===== src/rtl/dbus_pkg.sv =====
// Shared definitions for the data-bus write sequencer: size codes, FSM states and the size->dmuxu map.
// Latency: n/a (declarations and pure functions only).
// Backpressure: n/a.
package dbus_pkg;

    // Transfer / memory width encodings (log2 of the byte count)
    localparam logic [1:0] SIZ_B = 2'd0;   // 8-bit byte
    localparam logic [1:0] SIZ_W = 2'd1;   // 16-bit word
    localparam logic [1:0] SIZ_L = 2'd2;   // 32-bit long
    localparam logic [1:0] SIZ_P = 2'd3;   // 64-bit phrase

    // State codes kept as plain constants so legacy netlists and probes
    // that match on raw values stay valid; the enum reuses them.
    localparam logic [1:0] ST_IDLE = 2'd0;
    localparam logic [1:0] ST_BEAT = 2'd1;
    localparam logic [1:0] ST_DONE = 2'd2;
    localparam logic [1:0] ST_FAIL = 2'd3;

    typedef enum logic [1:0] {
        IDLE = ST_IDLE,
        BEAT = ST_BEAT,
        DONE = ST_DONE,
        FAIL = ST_FAIL
    } dbus_state_e;

    // Replication selects for the byte mux: smaller transfers are copied
    // up so that every lane the memory might look at carries valid data.
    function automatic logic [2:0] siz_to_dmuxu(input logic [1:0] siz);
        logic [2:0] sel;
        case (siz)
            SIZ_B:   sel = 3'b111;  // byte 0 on all 8 lanes
            SIZ_W:   sel = 3'b110;  // word 0 on all 4 word slots
            SIZ_L:   sel = 3'b100;  // low long mirrored into the high long
            default: sel = 3'b000;  // phrase passes straight through
        endcase
        return sel;
    endfunction

    // Beat width is limited by whichever of transfer and memory is narrower.
    function automatic logic [1:0] min_siz(input logic [1:0] a, input logic [1:0] b);
        return (a < b) ? a : b;
    endfunction

endpackage


===== src/rtl/dbus_be_gen.sv =====
// Byte-enable generator: (1 << bw) consecutive lanes starting at lane addr.
// Latency: combinational.
// Backpressure: none.
//
// Ports:
//   addr - low three address bits of the beat (start lane)
//   bw   - beat width code (SIZ_B..SIZ_P)
//   be   - active-high lane enables, lane n = data bits 8n+7..8n
module dbus_be_gen
    import dbus_pkg::*;
(
    input  logic [2:0] addr,
    input  logic [1:0] bw,
    output logic [7:0] be
);

    logic [7:0] mask;

    // Beats are always naturally aligned to their width, so the shifted
    // mask never spills past lane 7.
    always_comb begin
        mask = 8'h00;
        case (bw)
            SIZ_B:   mask = 8'h01;
            SIZ_W:   mask = 8'h03;
            SIZ_L:   mask = 8'h0F;
            default: mask = 8'hFF;
        endcase
        be = mask << addr;
    end

endmodule


===== src/rtl/dbus_wr_seq.sv =====
// Write sequencer: latches one request, drives dmuxu/byte enables and splits it into memory-width beats.
// Latency: req sampled at cycle 0 -> req_ack + first mem_wr at cycle 1 -> done at cycle 1 + N with mem_rdy high.
// Backpressure: each beat is held until mem_rdy; more than TMO wait cycles on one beat aborts with err.
//
// Ports:
//   sys_clk, resetl             - clock, asynchronous active-low reset
//   req/req_addr/req_siz/mem_wid - request (held until req_ack), sampled only in IDLE
//   req_ack, done, err          - single-cycle status pulses
//   busy                        - high from the req_ack cycle through the done/err cycle
//   dmuxu                       - replication selects, constant for the whole transfer
//   mem_wr/mem_addr/mem_be      - beat strobe, address and byte enables
//   mem_rdy                     - memory takes the current beat at this edge
module dbus_wr_seq
    import dbus_pkg::*;
#(
    parameter int AW  = 24,
    parameter int TMO = 15
) (
    input  logic          sys_clk,
    input  logic          resetl,
    input  logic          req,
    input  logic [AW-1:0] req_addr,
    input  logic [1:0]    req_siz,
    input  logic [1:0]    mem_wid,
    output logic          req_ack,
    output logic [2:0]    dmuxu,
    output logic          mem_wr,
    output logic [AW-1:0] mem_addr,
    output logic [7:0]    mem_be,
    input  logic          mem_rdy,
    output logic          done,
    output logic          err,
    output logic          busy
);

    localparam logic [7:0] TMO_W = 8'(TMO);

    // Registered state
    dbus_state_e   state;
    logic [1:0]    siz_q;        // latched transfer size, drives dmuxu
    logic [1:0]    bw_q;         // latched beat width
    logic [3:0]    beats_left;   // beats remaining after the current one
    logic [7:0]    wait_cnt;     // cycles the current beat has waited
    logic [AW-1:0] addr_q;
    logic [7:0]    be_q;
    logic          ack_q;

    // Next-beat datapath
    logic [1:0]    bw_req;
    logic [AW-1:0] align_mask;
    logic [AW-1:0] addr_nxt;
    logic [1:0]    bw_nxt;
    logic [7:0]    be_nxt;

    // In IDLE the "next" beat is the first beat of the incoming request;
    // in BEAT it is the current beat plus one beat width. The adder wraps
    // naturally at 2^AW.
    always_comb begin
        bw_req     = min_siz(req_siz, mem_wid);
        align_mask = ~((AW'(1) << req_siz) - AW'(1));
        if (state == IDLE) begin
            addr_nxt = req_addr & align_mask;
            bw_nxt   = bw_req;
        end else begin
            addr_nxt = addr_q + (AW'(1) << bw_q);
            bw_nxt   = bw_q;
        end
    end

    dbus_be_gen u_be_gen (
        .addr (addr_nxt[2:0]),
        .bw   (bw_nxt),
        .be   (be_nxt)
    );

    always_ff @(posedge sys_clk or negedge resetl) begin
        if (!resetl) begin
            state      <= IDLE;
            siz_q      <= SIZ_B;
            bw_q       <= SIZ_B;
            beats_left <= 4'd0;
            wait_cnt   <= 8'd0;
            addr_q     <= '0;
            be_q       <= 8'h00;
            ack_q      <= 1'b0;
        end else begin
            ack_q <= 1'b0;
            case (state)
                IDLE: begin
                    if (req) begin
                        state      <= BEAT;
                        siz_q      <= req_siz;
                        bw_q       <= bw_req;
                        // N = 2^(siz - B) beats; keep N-1 so zero marks the last one
                        beats_left <= (4'd1 << (req_siz - bw_req)) - 4'd1;
                        wait_cnt   <= 8'd0;
                        addr_q     <= addr_nxt;
                        be_q       <= be_nxt;
                        ack_q      <= 1'b1;
                    end
                end
                BEAT: begin
                    // mem_rdy is tested first so it wins over a coincident timeout
                    if (mem_rdy) begin
                        if (beats_left == 4'd0) begin
                            state <= DONE;
                            be_q  <= 8'h00;
                        end else begin
                            beats_left <= beats_left - 4'd1;
                            addr_q     <= addr_nxt;
                            be_q       <= be_nxt;
                            wait_cnt   <= 8'd0;
                        end
                    end else if (wait_cnt == TMO_W) begin
                        state <= FAIL;
                        be_q  <= 8'h00;
                    end else begin
                        wait_cnt <= wait_cnt + 8'd1;
                    end
                end
                default: begin  // DONE / FAIL: one status cycle, then back to IDLE
                    state    <= IDLE;
                    wait_cnt <= 8'd0;
                end
            endcase
        end
    end

    // Status decodes come straight off state flops, so an asynchronous
    // reset drops them (and mem_wr) without waiting for a clock edge.
    assign req_ack  = ack_q;
    assign mem_wr   = (state == BEAT);
    assign done     = (state == DONE);
    assign err      = (state == FAIL);
    assign busy     = (state != IDLE);
    assign dmuxu    = busy ? siz_to_dmuxu(siz_q) : 3'b000;
    assign mem_addr = addr_q;
    assign mem_be   = be_q;

endmodule

===== config.mk =====
export PLATFORM = sky130hd
export DESIGN_NAME = dbus_wr_seq
export DESIGN_NICKNAME = d
export VERILOG_FILES = /design/src/rtl/dbus_pkg.sv /design/src/rtl/dbus_be_gen.sv /design/src/rtl/dbus_wr_seq.sv
export SDC_FILE = /design/constraint.sdc
export NUM_CORES = 1
export LEC_CHECK = 0
export BUFFER_PORTS_ARGS = -buffer_cell sky130_fd_sc_hd__buf_2
export CAP_MARGIN = 25
export CORE_ASPECT_RATIO = 2
export CORE_UTILIZATION = 59
export DETAILED_ROUTE_END_ITERATION = 8
export MAX_ROUTING_LAYER = met4
export PLACE_DENSITY = 0.91
export SYNTH_ARGS = -nofsm -noshare
export SYNTH_HDL_FRONTEND = slang
export SYNTH_HIERARCHICAL = 1
export SYNTH_SLANG_ARGS = --single-unit

===== constraint.sdc =====
create_clock -name sys_clk -period 5.56 [get_ports sys_clk]
set_clock_uncertainty 0.2 [all_clocks]
set_input_delay 1.112 -clock sys_clk [delete_from_list [all_inputs] [get_ports sys_clk]]
set_output_delay 1.112 -clock sys_clk [all_outputs]
set_load 0.005 [all_outputs]

# ---- Yosys cells after proc, flatten, opt, wreduce, memory -nomap -nowiden
# Cells that the tools add are included.
dict set report op_classes {
  n_addsub 6
  order_cmp 1
  muxes 31
  eq_ne 15
  reduce_logical 11
  bitwise 2
  shift 4
}
# op n
set op_table {}
lappend op_table {{24-bit 2-to-1 mux} 4}
lappend op_table {{8-bit 2-to-1 mux} 8}
lappend op_table {{24-bit one-hot mux with 2 select lines} 1}
lappend op_table {{1-bit by 2-bit << shifter with 24-bit output (first input constant)} 2}
lappend op_table {{8-bit one-hot mux with 2 select lines} 2}
lappend op_table {{24-bit adder} 1}
lappend op_table {{24-bit bitwise AND} 1}
lappend op_table {{24-bit NOT} 1}
lappend op_table {{8-bit one-hot mux with 3 select lines} 1}
lappend op_table {{24-bit by 2-bit subtractor with 24-bit output (second input constant)} 1}
lappend op_table {{2-bit 2-to-1 mux} 6}
lappend op_table {{4-bit 2-to-1 mux} 3}
lappend op_table {{3-bit one-hot mux with 3 select lines} 1}
lappend op_table {{3-bit AND reduction} 3}
lappend op_table {{8-bit by 1-bit adder with 8-bit output (second input constant)} 1}
lappend op_table {{2-bit equality test (second input constant)} 4}
lappend op_table {{8-bit by 4-bit equality test with 1-bit output (second input constant)} 1}
lappend op_table {{4-bit one-hot mux with 2 select lines} 1}
lappend op_table {{8-bit by 3-bit << shifter with 8-bit output} 1}
lappend op_table {{4-bit by 1-bit subtractor with 4-bit output (second input constant)} 2}
lappend op_table {{2-bit by 1-bit equality test with 1-bit output (second input constant)} 3}
lappend op_table {{2-bit logical NOT} 3}
lappend op_table {{3-bit inequality test (second input constant)} 2}
lappend op_table {{4-bit logical NOT} 1}
lappend op_table {{other kinds (13)} 16}
dict set report totals {
  reg_bits 51
  word_cells 78
  in_bits 32
}

# ---- Logic depth before layout (Yosys ltp)
# Gate-level depths: netlist of run 1.
dict set report depth {
  word_depth 9
  depth_mapped 13
  depth_no_buf 13
}

# ---- Cells and area by module
# The synthesis of run 1 kept the hierarchy.
# module cells_per_inst n_inst area_each_um2 seq_area_each_um2
set modules_own_cells {}
lappend modules_own_cells {dbus_wr_seq 350 1 3078.0 1276.2}
lappend modules_own_cells {dbus_be_gen 28 1 175.2 0.0}

# ---- Worst setup path after synthesis of run 1
# No wires, ideal clock.
dict set report synth_path {
  kind {input-to-reg}
  startpoint {in mem_wid[1]}
  endpoint {reg beats_left[2]}
  path_slack_ps 2513
  t_required_ps 5239
  stages 12
  t_arrival_ps 2726
  path_cell_list {inv_1 > ha_1 > nor2_1 > o22ai_1 > inv_1 > ha_1 > xor2_1 > nor2_1 > a21oi_1 > ha_1 > o21ai_0 > a22o_1}
}
dict set report synth_between {
  elab_chain_len 7
}
# item line_no
set synth_lines {}
lappend synth_lines {{from (decl)} dbus_wr_seq.sv:24} ;# input logic [1:0] mem_wid,
lappend synth_lines {{2-bit less-than comparator} dbus_pkg.sv:41} ;# return (a < b) ? a : b;
lappend synth_lines {{2-bit 2-to-1 mux} dbus_pkg.sv:41}
lappend synth_lines {{via bw_req[0]} dbus_wr_seq.sv:49} ;# logic [1:0] bw_req;
lappend synth_lines {{2-bit subtractor} dbus_wr_seq.sv:95} ;# beats_left <= (4'd1 << (req_siz - bw_req)) - 4'd1;
lappend synth_lines {{1-bit by 2-bit << shifter with 4-bit output} dbus_wr_seq.sv:95}
lappend synth_lines {{4-bit by 1-bit subtractor with 4-bit output} dbus_wr_seq.sv:95}
lappend synth_lines {{4-bit 2-to-1 mux} dbus_wr_seq.sv:90} ;# if (req) begin
lappend synth_lines {{4-bit one-hot mux with 2 select lines} dbus_wr_seq.sv:88} ;# case (state)
lappend synth_lines {{to (signal assigned)} dbus_wr_seq.sv:95}
lappend synth_lines {{to (signal assigned)} dbus_wr_seq.sv:109} ;# beats_left <= beats_left - 4'd1;
lappend synth_lines {{to (decl)} dbus_wr_seq.sv:42} ;# logic [3:0] beats_left;
# The timed path passes the listed nets, and every way through them passes these cells. The select of a mux whose other input is x is not followed.
# A chain may end at the register's enable or synchronous reset.

# ---- Worst setup path in the final report of run 1
dict set report layout_path {
  startpoint {reg state[0]}
  endpoint {out busy}
}
dict set report layout_between {
  elab_chain_len 1
}
# item line_no
set layout_lines {}
lappend layout_lines {{from (decl)} dbus_wr_seq.sv:39} ;# dbus_state_e state;
lappend layout_lines {{from (signal assigned)} dbus_wr_seq.sv:78} ;# state <= IDLE;
lappend layout_lines {{from (signal assigned)} dbus_wr_seq.sv:91} ;# state <= BEAT;
lappend layout_lines {{from (signal assigned)} dbus_wr_seq.sv:106} ;# state <= DONE;
lappend layout_lines {{2-bit nonzero test} dbus_wr_seq.sv:135} ;# assign busy = (state != IDLE);
lappend layout_lines {{to (decl)} dbus_wr_seq.sv:33} ;# output logic busy
# No other way between the ends.

==> flow_summary_export.csv, run 1 <==
group,metric,value,unit
run_status,status,"completed",
global_route,grt_usage,33.1,%
final_layout,drive_gt1_share,22.0,%
route,first_pass_iters,4,
sta,tns,0,ps
sta,period_share,63.2,%
die,dieArea,5830,um^2
worst_setup_path,critical_path_arrival,2200,ps
route,final_antenna_net_count,0,
logic_synthesis,synth_area_leaders,"dfrtp_1 (39%), a21oi_1 (6.2%), nand2_1 (4.8%)",
clock_network,insertion_delay,310,ps
placed_design,hpwl,6360,um
die,fp.dieH,107,um
sta,slew-limit-headroom,46.6,%
logic_synthesis,synth_cell_types,64,
die,num_rows,37,
sta,maxSlewViolCount,0,
power_and_ir_drop,p_leak,0.00173,uW
logic_synthesis,netlist.area_leader.share,39.2,%
route,vias,3209,
route,viasPerCell,6.48,
logic_synthesis,synth_edf_count,0,
placed_design,gp_congestion,0.925,
sta,fmax,284,MHz
logic_synthesis,synth_area_per_cell,8.61,um^2
worst_hold_path,worstHoldPathType,"register to register",
route,drt-initial-drc-count,105,
placed_design,portBuffers,71,
route,drt_wl_total,8620,um
clock_network,clkTransAtPathRegs,90,ps
clock_network,cts_inserted_buffers,5,
logic_synthesis,synthesis.area,3250,um^2
die,initial_core_util,62.2,%
sta,rsz0062_at_grt,"no",
logic_synthesis,synth_top_area_cell,"dfrtp_1",
clock_network,clockBufferDepth,2,
worst_setup_path,crit_required,4250,ps
sta,hold_ws,299,ps
worst_setup_path,criticalPathCategory,"register to primary output",
sta,min_period,3520,ps
logic_synthesis,ys.flop_type,"dfrtp_1",
route,wl_per_cell,17.4,um
worst_setup_path,startpoint_type,"register",
logic_synthesis,synthTopCellsByCount,"dfrtp_1 (51), nand2_1 (42), a21oi_1 (40)",
global_route,grt_max_degree,52,
final_layout,num_antenna_cells,0,
clock_network,ctsHoldBuffers,0,
logic_synthesis,synth-seq-cells,51,
clock_network,h-tree-depth,2,
final_layout,nNetsFinal,480,
worst_setup_path,critPathCaptureType,"primary output",
logic_synthesis,ys.warnings.count,6,
flow_run,maxCapViolCount,0,
sta,tightest_slew,798,ps
power_and_ir_drop,p_total,2160,uW
logic_synthesis,ys_seq_area_share,39.2,%
logic_synthesis,postSynthCellCount,378,
final_layout,area_growth,13.2,%
power_and_ir_drop,power.density,588,nW/um^2
logic_synthesis,synth_fp_nets,421,
placed_design,dp_cells,487,
final_layout,instances_no_fill,495,
route,drt_drc_violations_left,0,
logic_synthesis,yosysMostFrequentCell,"dfrtp_1",
die,die_w,54.5,um
clock_network,cts.sinks,51,
sta,setup-violations-final,0,
clock_network,cts_resized,0,
die,ios,72,
sta,hold_viol,0,
global_route,antenna_found_initial,0,
global_route,grt_pass1_vias,3139,
logic_synthesis,async_reset_ff_share,100,%
worst_setup_path,crit_fanout,21,
global_route,grt_pass1_wl,13900,um
global_route,grt-ovfl-total,0,
clock_network,post-cts-setup-buffers,0,
power_and_ir_drop,peakVddDrop,404,uV
clock_network,cts-root-buf,"clkbuf_8",
clock_network,tritoncts,"yes",
die,core-area,5230,um^2
==> flip-flops by register name, summed over array words and instances (netlist names) <==
name	count
bw_q	2
wait_cnt	8
mem_addr	24
state	2
mem_be	8
siz_q	2
req_ack	1
beats_left	4
==> per-layer routing <==
metal / wire length [um] / global-route usage (%) / up-vias
met5: 0 / - / -
met4: 337 / 17.8 / 0
met3: 474 / 6.38 / 30
met2: 4680 / 54.7 / 141
met1: 3130 / 35.4 / 1522
li1: - / - / 1516
==> cells by family (layout without fill, tap and decap cells) <==
family	count (synthesis)	in the layout	share of synthesized area, %
AO/OA/AOI/OAI	133	133	27.3
multiplexers	3	3	1.00
adder cells (fa/ha/maj)	11	11	4.46
AND/OR/NAND/NOR	136	136	20.9
buffers and inverters	41	100	6.35
XOR/XNOR	3	3	0.808
flip-flops	51	51	39.2
==> layout by cell type (no fill, tap or decap), types with 3 or more instances in the layout <==
master	netlist	layout
and4_1	3	3
a211oi_1	8	8
buf_2	9	71
nor3_1	13	13
a31o_2	4	4
a31oi_1	4	4
nand2b_1	6	6
nand3_1	12	12
nand4_1	5	5
or4_1	4	4
a311oi_1	4	4
a21oi_1	40	40
o22a_1	3	3
nand2_1	42	42
o21ai_0	24	23
and2_1	6	6
o31ai_1	4	4
nor2_1	23	23
buf_4	4	3
o22ai_1	6	6
and3_1	8	8
clkbuf_8	0	5
dfrtp_1	51	51
ha_1	10	10
a22o_1	11	11
nor2b_1	4	4
inv_1	16	16
==> path summary, 6_finish.rpt <==
check,startpoint,end,slack (ps),cells past startpoint
setup / recovery,state[0]$_DFFE_PN0P_,busy,2040,4
hold / removal,mem_be[5]$_DFFE_PN0P_,mem_be[5]$_DFFE_PN0P_,300,1
min in group asynchronous,resetl,mem_be[4]$_DFFE_PN0P_,710,2
setup reg to reg,state[0]$_DFFE_PN0P_,mem_be[4]$_DFFE_PN0P_,2050,8
max in group asynchronous,resetl,mem_addr[21]$_DFFE_PN0P_,4010,2
hold reg to reg,mem_be[5]$_DFFE_PN0P_,mem_be[5]$_DFFE_PN0P_,300,1
==> cell type report <==
class	instances	area [um^2]
fillers	429	1550
repair buffers	75	385
flip-flops and latches	51	1280
multi-input cells	286	1770
inverters	18	70.1
clock buffers	6	72.6
clock inverters	1	30.0
well taps	58	72.6
==> power breakdown <==
group	switching, uW	internal [uW]
clock	121	132
combinational	718	496
sequential	181	516
==> critical path, stage by stage (launching register included) <==
cell,delay (ps)
dfrtp_1,610
nor2_1,180
buf_4,280
clkinv_1,510
buf_2,310
==> through the flow <==
| step | cell area, um^2 | util (%) | setup WS, ps |
|---|---|---|---|
| 2_1_floorplan | 3250 | - | 2510 |
| 3_3_place_gp | 3570 | 68.3 | 2060 |
| 3_5_place_dp | 3570 | 68.3 | 1970 |
| 4_1_cts | 3670 | 70.2 | 2100 |
| 5_1_grt | 3680 | 70.4 | 1870 |
| 6_report | 3680 | 70.4 | 2040 |
No activity file was read; power rests on OpenSTA's default activity.
==> run 2: changes to the inputs <==
- CORE_UTILIZATION: 59 -> 49
- PLACE_DENSITY: 0.91 -> 0.81
- clock period: 5.56 -> 3 ns (I/O delays scaled with it)
==> run 2 against run 1 <==
Compared with the run above: routed wire length rose by 6.4%; global-route usage fell by 4.4 points; final cell count rose by 7.9%; hold slack got worse by 120 ps; non-clock buffer count rose by 11; first-iteration DRC count rose by 140%; count of clock-buffer cells in the layout did not move; total power rose by 99%; core utilization fell by 9.8 points; via count rose by 2.6%; sequential share of layout area fell by 1.6 points; combinational power rose by 99%; largest cell class unchanged; highest routed layer unchanged.
==> flow_summary_export.csv, run 2 (same netlist as run 1, synthesis figures left out) <==
group,metric,value,unit
run_status,status,"completed",
final_layout,mostFrequentLayoutCell,"buf_2",
worst_setup_path,criticalPathCategory,"register to register",
sta,period_share,92.6,%
sta,maxSlewViolCount,0,
worst_setup_path,path_depth,11,
route,drt_drc_violations_left,0,
placed_design,portBuffers,71,
clock_network,tritoncts,"yes",
route,viasPerCell,6.17,
flow_run,maxCapViolCount,0,
worst_setup_path,ff2ff_path_depth,11,
worst_setup_path,critPathCaptureType,"register",
route,vias,3293,
clock_network,cts.sinks,51,
global_route,grt_max_degree,39,
worst_setup_path,critical_path_arrival,2810,ps
sta,slew-limit-headroom,42.7,%
worst_setup_path,crit_fanout,13,
die,num_rows,41,
final_layout,drive_gt1_share,23.9,%
worst_hold_path,worstHoldPathType,"primary input to async pin",
sta,fmax,360,MHz
worst_setup_path,crit_required,3030,ps
worst_setup_path,crit_buf_inv,1,
clock_network,insertion_delay,290,ps
route,drt-initial-drc-count,249,
worst_setup_path,critical_path.top_delay_family,"compound AO/OA/AOI/OAI gates",
sta,fin_ws,222,ps
route,drt_wl_total,9170,um
die,core-area,6360,um^2
clock_network,clockBufferDepth,2,
final_layout,num_antenna_cells,0,
clock_network,cts_inserted_buffers,5,
global_route,grt-ovfl-total,0,
die,initial_core_util,51.1,%
worst_setup_path,slowest_stage,"dfrtp_1",
route,wl_per_cell,17.2,um
worst_setup_path,r2r_slack,220,ps
route,first_pass_iters,5,
power_and_ir_drop,power.density,1120,nW/um^2
power_and_ir_drop,peakVddDrop,582,uV
clock_network,post-cts-setup-buffers,0,
final_layout,nNetsFinal,491,
clock_network,ctsHoldBuffers,0,
worst_setup_path,startpoint_type,"register",
global_route,grt_pass1_vias,3276,
worst_setup_path,path_common_cell,"nor2_1",
sta,hold_viol,0,
die,ios,72,
placed_design,gp_congestion,0.881,
placed_design,dpl_worst_slack,123,ps
sta,setup-violations-final,0,
sta,tightest_slew,850,ps
clock_network,clkTransAtPathRegs,60,ps
sta,min_period,2780,ps
global_route,antenna_found_initial,0,
global_route,grt_pass1_wl,14700,um
sta,hold_ws,176,ps
power_and_ir_drop,p_leak,0.00181,uW
die,dieArea,6990,um^2
route,final_antenna_net_count,0,
sta,rsz0062_at_grt,"no",
final_layout,area_growth,18.5,%
placed_design,hpwl,6830,um
die,die_w,59.6,um
global_route,grt_usage,28.7,%
worst_setup_path,crit_chain,"nor2_1 -> ha_1 -> inv_1 -> fa_1 -> nor2b_1 -> nor2_1 -> a32o_1 -> nand2_1 -> o21ai_1 -> a221oi_1 -> a22o_1",
clock_network,cts-root-buf,"clkbuf_16",
worst_setup_path,slowest_delay,420,ps
clock_network,h-tree-depth,2,
final_layout,layout_common_cells,"buf_2 (71), dfrtp_1 (51), nand2_1 (42), a21oi_1 (40)",
final_layout,largest_reg_flops,24,
sta,tns,0,ps
die,fp.dieH,117,um
clock_network,cts_resized,0,
## run 2: changes by cell type in the layout (fill, tap and decap cells not counted), sizes merged
| cell | delta |
|---|---|
| buf | +11 |
## run 2: worst paths after layout
kind	from	end
worst max-delay path	bw_q[1]$_DFFE_PN0P_	mem_be[6]$_DFFE_PN0P_
worst min-delay path	resetl	mem_be[6]$_DFFE_PN0P_
worst max register to register	bw_q[1]$_DFFE_PN0P_	mem_be[6]$_DFFE_PN0P_
worst min register to register	mem_be[5]$_DFFE_PN0P_	mem_be[5]$_DFFE_PN0P_
max in group asynchronous	resetl	wait_cnt[6]$_DFFE_PN0P_
min in group sys_clk	mem_be[5]$_DFFE_PN0P_	mem_be[5]$_DFFE_PN0P_
## run 2: metrics by stage
stage          power (uW)  cell area (um^2)  std cells  util (%)
4_1_cts              4270              3850        533      60.5
2_1_floorplan        2930              3250        378         -
3_5_place_dp         3630              3690        526      58.0
6_report             4320              3850        534      60.6
5_1_grt              4630              3850        534      60.6
3_3_place_gp         3530              3690        526      58.0
## run 2: power breakdown
group	total (uW)	switching [uW]	internal (uW)	leakage, uW
clock	631	242	389	0.0000769
sequential	1280	317	959	0.000640
combinational	2410	1420	995	0.00109
total	4320	1970	2340	0.00181
## run 2: cell type report
class | instances | area [um^2]
fill | 566 | 2510
tap | 86 | 108
sequential | 51 | 1280
clock buffer | 6 | 129
timing repair buffer | 86 | 468
clock inverter | 1 | 30.0
inverter | 18 | 70.1
multi-input combinational | 286 | 1770
## run 2: per-layer routing
layer	wire, um	track usage, %
met1	3290	28.5
met2	4890	50.6
met3	510	3.96
met4	477	18.6
met5	0	-
